## src/rtl/debug_dump_tx_if.sv

```systemverilog
`default_nettype none
// ============================================================================
//  Module      : debug_dump_tx_if
//  Description : Bundle of the debug dump transmitter's bus signals:
//                dump request/status, register-file and data-memory read
//                ports, and the UART TX byte handshake.
//                master modport : the dump transmitter (drives o_*)
//                slave  modport : its environment (drives i_*)
//  Ports (signals):
//    i_start, i_pc              dump request and PC snapshot
//    o_reg_addr, i_reg_data     register-file read port (1-cycle latency)
//    o_mem_addr, i_mem_data     data-memory read port (1-cycle latency)
//    o_tx_start, o_tx_data,
//    i_tx_done                  UART TX byte handshake
//    o_busy, o_done             dump status
//  Revision    : 1.0  initial release
// ============================================================================
interface debug_dump_tx_if #(
    parameter int NB_DATA  = 32,
    parameter int BYTE     = 8,
    parameter int RB_ADDR  = 5,
    parameter int MEM_ADDR = 5
);
    logic                i_start;
    logic [NB_DATA-1:0]  i_pc;
    logic [RB_ADDR-1:0]  o_reg_addr;
    logic [NB_DATA-1:0]  i_reg_data;
    logic [MEM_ADDR-1:0] o_mem_addr;
    logic [NB_DATA-1:0]  i_mem_data;
    logic                i_tx_done;
    logic                o_tx_start;
    logic [BYTE-1:0]     o_tx_data;
    logic                o_busy;
    logic                o_done;

    modport master (
        input  i_start, i_pc, i_reg_data, i_mem_data, i_tx_done,
        output o_reg_addr, o_mem_addr, o_tx_start, o_tx_data, o_busy, o_done
    );

    modport slave (
        output i_start, i_pc, i_reg_data, i_mem_data, i_tx_done,
        input  o_reg_addr, o_mem_addr, o_tx_start, o_tx_data, o_busy, o_done
    );
endinterface
`default_nettype wire

```

## src/rtl/debug_dump_tx.sv

```systemverilog
`default_nettype none
// ============================================================================
//  Module      : debug_dump_tx
//  Description : Transmit half of the debug UART link. On a dump request it
//                snapshots the PC, then reads every register and every
//                data-memory word, sending each word as 4 bytes MSB first
//                over the UART TX byte handshake.
//                Bytes per dump = 4 * (1 + N_REGS + N_MEM).
//  Ports:
//    i_clock  system clock, rising edge
//    i_reset  asynchronous active-low reset
//    io_dbg   debug_dump_tx_if.master: request/status, register and memory
//             read ports, UART TX handshake
//  Revision    : 1.0  initial release
// ============================================================================
module debug_dump_tx #(
    parameter int NB_DATA  = 32,
    parameter int BYTE     = 8,
    parameter int RB_ADDR  = 5,
    parameter int N_REGS   = 32,
    parameter int MEM_ADDR = 5,
    parameter int N_MEM    = 32
) (
    input  wire logic         i_clock,
    input  wire logic         i_reset,
    debug_dump_tx_if.master   io_dbg
);

    localparam int c_IDX_W = (RB_ADDR > MEM_ADDR) ? RB_ADDR : MEM_ADDR;
    localparam logic [c_IDX_W-1:0] c_REG_LAST = c_IDX_W'(N_REGS - 1);
    localparam logic [c_IDX_W-1:0] c_MEM_LAST = c_IDX_W'(N_MEM - 1);
    localparam logic [c_IDX_W-1:0] c_IDX_ONE  = c_IDX_W'(1);
    localparam logic [1:0]         c_LAST_BYTE = 2'(NB_DATA / BYTE - 1);

    typedef enum logic [2:0] {
        S_IDLE     = 3'd0,
        S_LOAD_PC  = 3'd1,
        S_SET_ADDR = 3'd2,
        S_WAIT_RD  = 3'd3,
        S_SEND     = 3'd4,
        S_WAIT_TX  = 3'd5,
        S_NEXT     = 3'd6,
        S_DONE     = 3'd7
    } state_t;

    typedef enum logic [1:0] {
        PH_PC  = 2'd0,
        PH_REG = 2'd1,
        PH_MEM = 2'd2
    } phase_t;

    state_t                r_state,    w_state_next;
    phase_t                r_phase,    w_phase_next;
    logic [NB_DATA-1:0]    r_word,     w_word_next;
    logic [1:0]            r_byte_idx, w_byte_next;
    logic [c_IDX_W-1:0]    r_idx,      w_idx_next;
    logic [RB_ADDR-1:0]    r_reg_addr, w_reg_addr_next;
    logic [MEM_ADDR-1:0]   r_mem_addr, w_mem_addr_next;

    logic [c_IDX_W-1:0]    w_idx_inc;
    logic [NB_DATA-1:0]    w_shift;

    assign w_idx_inc = r_idx + c_IDX_ONE;

    always_ff @(posedge i_clock or negedge i_reset) begin
        if (!i_reset) begin
            r_state    <= S_IDLE;
            r_phase    <= PH_PC;
            r_word     <= '0;
            r_byte_idx <= '0;
            r_idx      <= '0;
            r_reg_addr <= '0;
            r_mem_addr <= '0;
        end else begin
            r_state    <= w_state_next;
            r_phase    <= w_phase_next;
            r_word     <= w_word_next;
            r_byte_idx <= w_byte_next;
            r_idx      <= w_idx_next;
            r_reg_addr <= w_reg_addr_next;
            r_mem_addr <= w_mem_addr_next;
        end
    end

    // The read address is loaded on the transition out of NEXT, so it is
    // already stable on the bus for the whole SET_ADDR cycle. With a 1-cycle
    // read latency the word then appears during WAIT_RD and is latched at
    // the end of it.
    always_comb begin
        w_state_next    = r_state;
        w_phase_next    = r_phase;
        w_word_next     = r_word;
        w_byte_next     = r_byte_idx;
        w_idx_next      = r_idx;
        w_reg_addr_next = r_reg_addr;
        w_mem_addr_next = r_mem_addr;

        case (r_state)
            S_IDLE: begin
                if (io_dbg.i_start) begin
                    w_word_next  = io_dbg.i_pc;
                    w_phase_next = PH_PC;
                    w_idx_next   = '0;
                    w_state_next = S_LOAD_PC;
                end
            end
            S_LOAD_PC: begin
                w_byte_next  = '0;
                w_state_next = S_SEND;
            end
            S_SET_ADDR: begin
                w_state_next = S_WAIT_RD;
            end
            S_WAIT_RD: begin
                w_word_next  = (r_phase == PH_REG) ? io_dbg.i_reg_data
                                                   : io_dbg.i_mem_data;
                w_byte_next  = '0;
                w_state_next = S_SEND;
            end
            S_SEND: begin
                w_state_next = S_WAIT_TX;
            end
            S_WAIT_TX: begin
                if (io_dbg.i_tx_done) begin
                    if (r_byte_idx != c_LAST_BYTE) begin
                        w_byte_next  = r_byte_idx + 2'd1;
                        w_state_next = S_SEND;
                    end else begin
                        w_state_next = S_NEXT;
                    end
                end
            end
            S_NEXT: begin
                w_state_next = S_SET_ADDR;
                case (r_phase)
                    PH_PC: begin
                        w_phase_next    = PH_REG;
                        w_idx_next      = '0;
                        w_reg_addr_next = '0;
                    end
                    PH_REG: begin
                        if (r_idx < c_REG_LAST) begin
                            w_idx_next      = w_idx_inc;
                            w_reg_addr_next = w_idx_inc[RB_ADDR-1:0];
                        end else begin
                            w_phase_next    = PH_MEM;
                            w_idx_next      = '0;
                            w_mem_addr_next = '0;
                        end
                    end
                    default: begin
                        if (r_idx < c_MEM_LAST) begin
                            w_idx_next      = w_idx_inc;
                            w_mem_addr_next = w_idx_inc[MEM_ADDR-1:0];
                        end else begin
                            w_state_next = S_DONE;
                        end
                    end
                endcase
            end
            S_DONE: begin
                w_state_next = S_IDLE;
            end
            default: begin
                w_state_next = S_IDLE;
            end
        endcase
    end

    // Byte 0 is the most significant byte of the word.
    assign w_shift = r_word << (BYTE * r_byte_idx);

    assign io_dbg.o_tx_start = (r_state == S_SEND);
    assign io_dbg.o_tx_data  = w_shift[NB_DATA-1 -: BYTE];
    assign io_dbg.o_busy     = (r_state != S_IDLE) && (r_state != S_DONE);
    assign io_dbg.o_done     = (r_state == S_DONE);
    assign io_dbg.o_reg_addr = r_reg_addr;
    assign io_dbg.o_mem_addr = r_mem_addr;

endmodule
`default_nettype wire

```

## src/flat_wrapper.sv

```systemverilog
// flat-port wrapper written by rule: the top's interface ports become plain ports
module debug_dump_tx_flat 
#(
    parameter int NB_DATA  = 32,
    parameter int BYTE     = 8,
    parameter int RB_ADDR  = 5,
    parameter int N_REGS   = 32,
    parameter int MEM_ADDR = 5,
    parameter int N_MEM    = 32
)
  (i_clock, i_reset, io_dbg_i_start, io_dbg_i_pc, io_dbg_i_reg_data, io_dbg_i_mem_data, io_dbg_i_tx_done, io_dbg_o_reg_addr, io_dbg_o_mem_addr, io_dbg_o_tx_start, io_dbg_o_tx_data, io_dbg_o_busy, io_dbg_o_done);
  debug_dump_tx_if #(.NB_DATA(NB_DATA), .BYTE(BYTE), .RB_ADDR(RB_ADDR), .MEM_ADDR(MEM_ADDR)) io_dbg_i ();
  input  wire logic i_clock;
  input  wire logic i_reset;
  input wire logic [$bits(io_dbg_i.i_start)-1:0] io_dbg_i_start;
  input wire logic [$bits(io_dbg_i.i_pc)-1:0] io_dbg_i_pc;
  input wire logic [$bits(io_dbg_i.i_reg_data)-1:0] io_dbg_i_reg_data;
  input wire logic [$bits(io_dbg_i.i_mem_data)-1:0] io_dbg_i_mem_data;
  input wire logic [$bits(io_dbg_i.i_tx_done)-1:0] io_dbg_i_tx_done;
  output wire logic [$bits(io_dbg_i.o_reg_addr)-1:0] io_dbg_o_reg_addr;
  output wire logic [$bits(io_dbg_i.o_mem_addr)-1:0] io_dbg_o_mem_addr;
  output wire logic [$bits(io_dbg_i.o_tx_start)-1:0] io_dbg_o_tx_start;
  output wire logic [$bits(io_dbg_i.o_tx_data)-1:0] io_dbg_o_tx_data;
  output wire logic [$bits(io_dbg_i.o_busy)-1:0] io_dbg_o_busy;
  output wire logic [$bits(io_dbg_i.o_done)-1:0] io_dbg_o_done;
  assign io_dbg_i.i_start = io_dbg_i_start;
  assign io_dbg_i.i_pc = io_dbg_i_pc;
  assign io_dbg_i.i_reg_data = io_dbg_i_reg_data;
  assign io_dbg_i.i_mem_data = io_dbg_i_mem_data;
  assign io_dbg_i.i_tx_done = io_dbg_i_tx_done;
  assign io_dbg_o_reg_addr = io_dbg_i.o_reg_addr;
  assign io_dbg_o_mem_addr = io_dbg_i.o_mem_addr;
  assign io_dbg_o_tx_start = io_dbg_i.o_tx_start;
  assign io_dbg_o_tx_data = io_dbg_i.o_tx_data;
  assign io_dbg_o_busy = io_dbg_i.o_busy;
  assign io_dbg_o_done = io_dbg_i.o_done;
  debug_dump_tx #(.NB_DATA(NB_DATA), .BYTE(BYTE), .RB_ADDR(RB_ADDR), .N_REGS(N_REGS), .MEM_ADDR(MEM_ADDR), .N_MEM(N_MEM)) u_core (.i_clock(i_clock), .i_reset(i_reset), .io_dbg(io_dbg_i));
endmodule
```

## config.mk

```make
export PLATFORM = sky130hd
export DESIGN_NAME = debug_dump_tx_flat
export DESIGN_NICKNAME = d
export VERILOG_FILES = /design/src/rtl/debug_dump_tx_if.sv /design/src/rtl/debug_dump_tx.sv /design/src/flat_wrapper.sv
export SDC_FILE = /design/constraint.sdc
export NUM_CORES = 1
export LEC_CHECK = 0
export ABC_AREA = 1
export CAP_MARGIN = 40
export CORE_ASPECT_RATIO = 1.1
export CORE_MARGIN = 5
export CORE_UTILIZATION = 41
export DETAILED_ROUTE_END_ITERATION = 8
export HOLD_SLACK_MARGIN = 0.02
export PLACE_DENSITY = 0.81
export SYNTH_ARGS = -nofsm -noshare
export SYNTH_HDL_FRONTEND = slang
export SYNTH_SLANG_ARGS = --single-unit
```

## constraint.sdc

```tcl
create_clock -name i_clock -period 1.65 [get_ports i_clock]
set_clock_uncertainty 0.15 [all_clocks]
set_input_delay 0.165 -clock i_clock [delete_from_list [all_inputs] [get_ports i_clock]]
set_output_delay 0.165 -clock i_clock [all_outputs]
set_load 0.05 [all_outputs]
```

==> results_dict.tcl <==
set metrics [dict create \
    status "finished, violations left" \
    failed_checks "setup timing" \
    critPathMaxStageDelay_ps 500 \
    slew_violations 0 \
    critPathLaunchType "flop" \
    cts_tree "built" \
    area_growth_pct 61.6 \
    viasPerCell 4.97 \
    path_buf_inv 3 \
    die_h_um 105 \
    antenna_found_initial 0 \
    yosysMostFrequentCell "nand2_1" \
    final-setup-viol-count 8 \
    synth_top_area_share_pct 40.2 \
    vias 3915 \
    synthFlopType "dfrtp_1" \
    core_area_sq_um 7960 \
    clockRootBuffer "clkbuf_8" \
    crit_chain "inv_4, buf_12, nor2_4, o22ai_4, buf_6" \
    wirelength_mm 11.2 \
    synth_top_cell_by_area "dfrtp_1" \
    ys_types 21 \
    clk_latency_ps 310 \
    seq_area_frac_synth_pct 40.2 \
    hold_class "input port to async pin" \
    synth_seq_cells 54 \
    clk_pin_slew_worst_paths_ps 90 \
    setup_ws_ps -139 \
    cap_violations 0 \
    port-buffer-count 120 \
    drt-pass1-iter-count 4 \
    ir_drop_v 0.000567 \
    synth_common_cells "343 x nand2_1, 54 x dfrtp_1, 33 x nor2_1, 29 x o21ai_0, 14 x inv_1" \
    crit_family "flip-flops" \
    rsz0062_at_grt "true" \
    relSlewSlack_pct 75.8 \
    critical_path_class "flop to primary output" \
    overflow 0 \
    diodes 0 \
    gp_congestion 0.904 \
    grt_pass1_vias 3876 \
    synth_cells 540 \
    grt_pass1_wl_mm 17.4 \
    fin_nets 781 \
    critPathArrivalTime_ps 1470 \
    synth_fp_nets 643 \
    drt_iter0_drc 229 \
    worst_pin_slew_ps 362 \
    drc 0 \
    end_kind "primary output" \
    powerDensity_nw_per_um2 1390 \
    cts.sinks 54 \
    final.period_utilization_pct 108 \
    final_hold_viol_count 0 \
    std_cell_rows 34 \
    htree_levels 2 \
    start_util_pct 42.2 \
    fin_crit_ps 1790 \
    fmax_mhz 559 \
    drive_above_1_share_pct 18.7 \
    holdWs_ps 227 \
    dieArea_sq_um 10100 \
    crit_slowest_cell "dfrtp_2" \
    syn_area_sq_um 3360 \
    synthArstFlopShare_pct 100 \
    required_ps 1330 \
    netlist_top_cells_area "dfrtp_1 40%, nand2_1 38%, o21ai_0 4.3%" \
    track_usage_pct 21.4 \
    grt_start_max_net_pins 55 \
    detailed_place_hpwl_mm 7.77 \
    ioPinCount 121 \
    cts_buffer_depth 2 \
    power_leakage_uw 0.00269 \
    tns_ps -1020 \
    wire_per_inst_um 14.2 \
    synth_edf_count 0 \
    numCtsBuffers 5 \
    syn_avg_cell_area_sq_um 6.22 \
    critPathMaxFanout 7 \
    die_width_um 96.3 \
    yosys_warnings 0 \
    drtAntennaViolNets 0 \
]
[worst reg2reg max path, delay by kind of cell, from the launching register on]
kind | cells | cell delay (ps)
AO/OA/AOI/OAI | 1 | 200
adder cells (fa/ha/maj) | 1 | 190
AND/OR/NAND/NOR | 3 | 190
buffers and inverters | 3 | 270
flip-flops | 1 | 500
[logic make-up after synthesis]
kind of cell / Yosys count / share of synthesized area, %
XOR/XNOR: 1 / 0.261
AND/OR/NAND/NOR: 403 / 46.8
adder cells (fa/ha/maj): 3 / 1.12
AO/OA/AOI/OAI: 38 / 5.96
flip-flops: 54 / 40.2
buffers and inverters: 41 / 5.66
[path summary, 6_finish.rpt]
kind / startpoint / endpoint / slack, ps / depth (start not counted)
max in group asynchronous: i_reset / u_core.r_byte_idx[0] / 860 / 3
min in group i_clock: io_dbg_i_pc[15] / u_core.r_word[15] / 320 / 5
min: i_reset / u_core.r_idx[3] / 230 / 3
max reg2reg: u_core.r_byte_idx[0] / u_core.r_byte_idx[0] / 60 / 8
max: u_core.r_byte_idx[0] / io_dbg_o_tx_data[2] / -140 / 5
min reg2reg: u_core.io_dbg.o_reg_addr[0] / u_core.io_dbg.o_reg_addr[0] / 340 / 2
[cells in the final DEF (no fill, tap or decap), drive strengths merged]
cell,n
o21ai,30
clkbuf,7
dfrtp,54
clkdlybuf4s50,98
xor2,1
bufinv,1
nor2,35
nand3b,2
clkinvlp,1
nor2b,1
inv,19
nand2,346
nand4,6
dlygate4sd3,1
ha,3
nand3,12
nor3,1
buf,53
o22ai,8
[timing repair]
item                       in CTS  in global routing
hold buffers                    1                  0
setup endpoints to repair      15                 53
hold endpoints to repair       54                  0
gates resized for setup        76                 27
pin swaps                       9                  3
gates cloned                    2                  1
buffers inserted                2                  3
[sequential cells by signal, summed over array words and instances, names as in the netlist]
register / cells
u_core.io_dbg.o_mem_addr: 5
u_core.r_word: 32
u_core.r_state: 3
u_core.io_dbg.o_reg_addr: 5
u_core.r_phase: 2
u_core.r_byte_idx: 2
u_core.r_idx: 5
[layer usage]
| layer | vias to the layer above | wire length (um) | share of wire (%) | track usage, % |
|---|---|---|---|---|
| met5 | - | 0 | 0 | 0 |
| met4 | 0 | 334 | 3.0 | 7.92 |
| met3 | 30 | 863 | 7.7 | 4.39 |
| met2 | 169 | 5640 | 51 | 37.7 |
| met1 | 1768 | 4310 | 39 | 25.0 |
| li1 | 1948 | - | - | - |
[power by group]
| group | leakage [uW] | switching [uW] | internal, uW | total [uW] |
|---|---|---|---|---|
| Combinational | 0.00196 | 2430 | 1930 | 4360 |
| Sequential | 0.000681 | 474 | 1810 | 2280 |
| Clock | 0.0000514 | 436 | 453 | 889 |
[per-stage QoR]
| stage | instance area (sq um) | setup WS, ps | std cells | util, % | total power [uW] |
|---|---|---|---|---|---|
| after floorplan | 3470 | 4.60 | 540 | - | 4380 |
| after detailed placement | 4930 | 13.5 | 772 | 62.0 | 5710 |
| after CTS | 5290 | -114 | 784 | 66.5 | 7270 |
| after global placement | 4930 | 68.0 | 772 | 62.0 | 5590 |
| after global routing | 5430 | -179 | 787 | 68.2 | 7950 |
| final | 5430 | -139 | 787 | 68.2 | 7540 |
[cell type report]
| cell class | count | area [sq um] |
|---|---|---|
| clock buffers | 6 | 72.6 |
| clock inverters | 2 | 37.5 |
| fillers | 627 | 2530 |
| inverters | 19 | 81.3 |
| multi-input cells | 445 | 2120 |
| flip-flops and latches | 54 | 1360 |
| well taps | 108 | 135 |
| repair buffers | 153 | 1630 |
(Power assumes the default switching activity.)
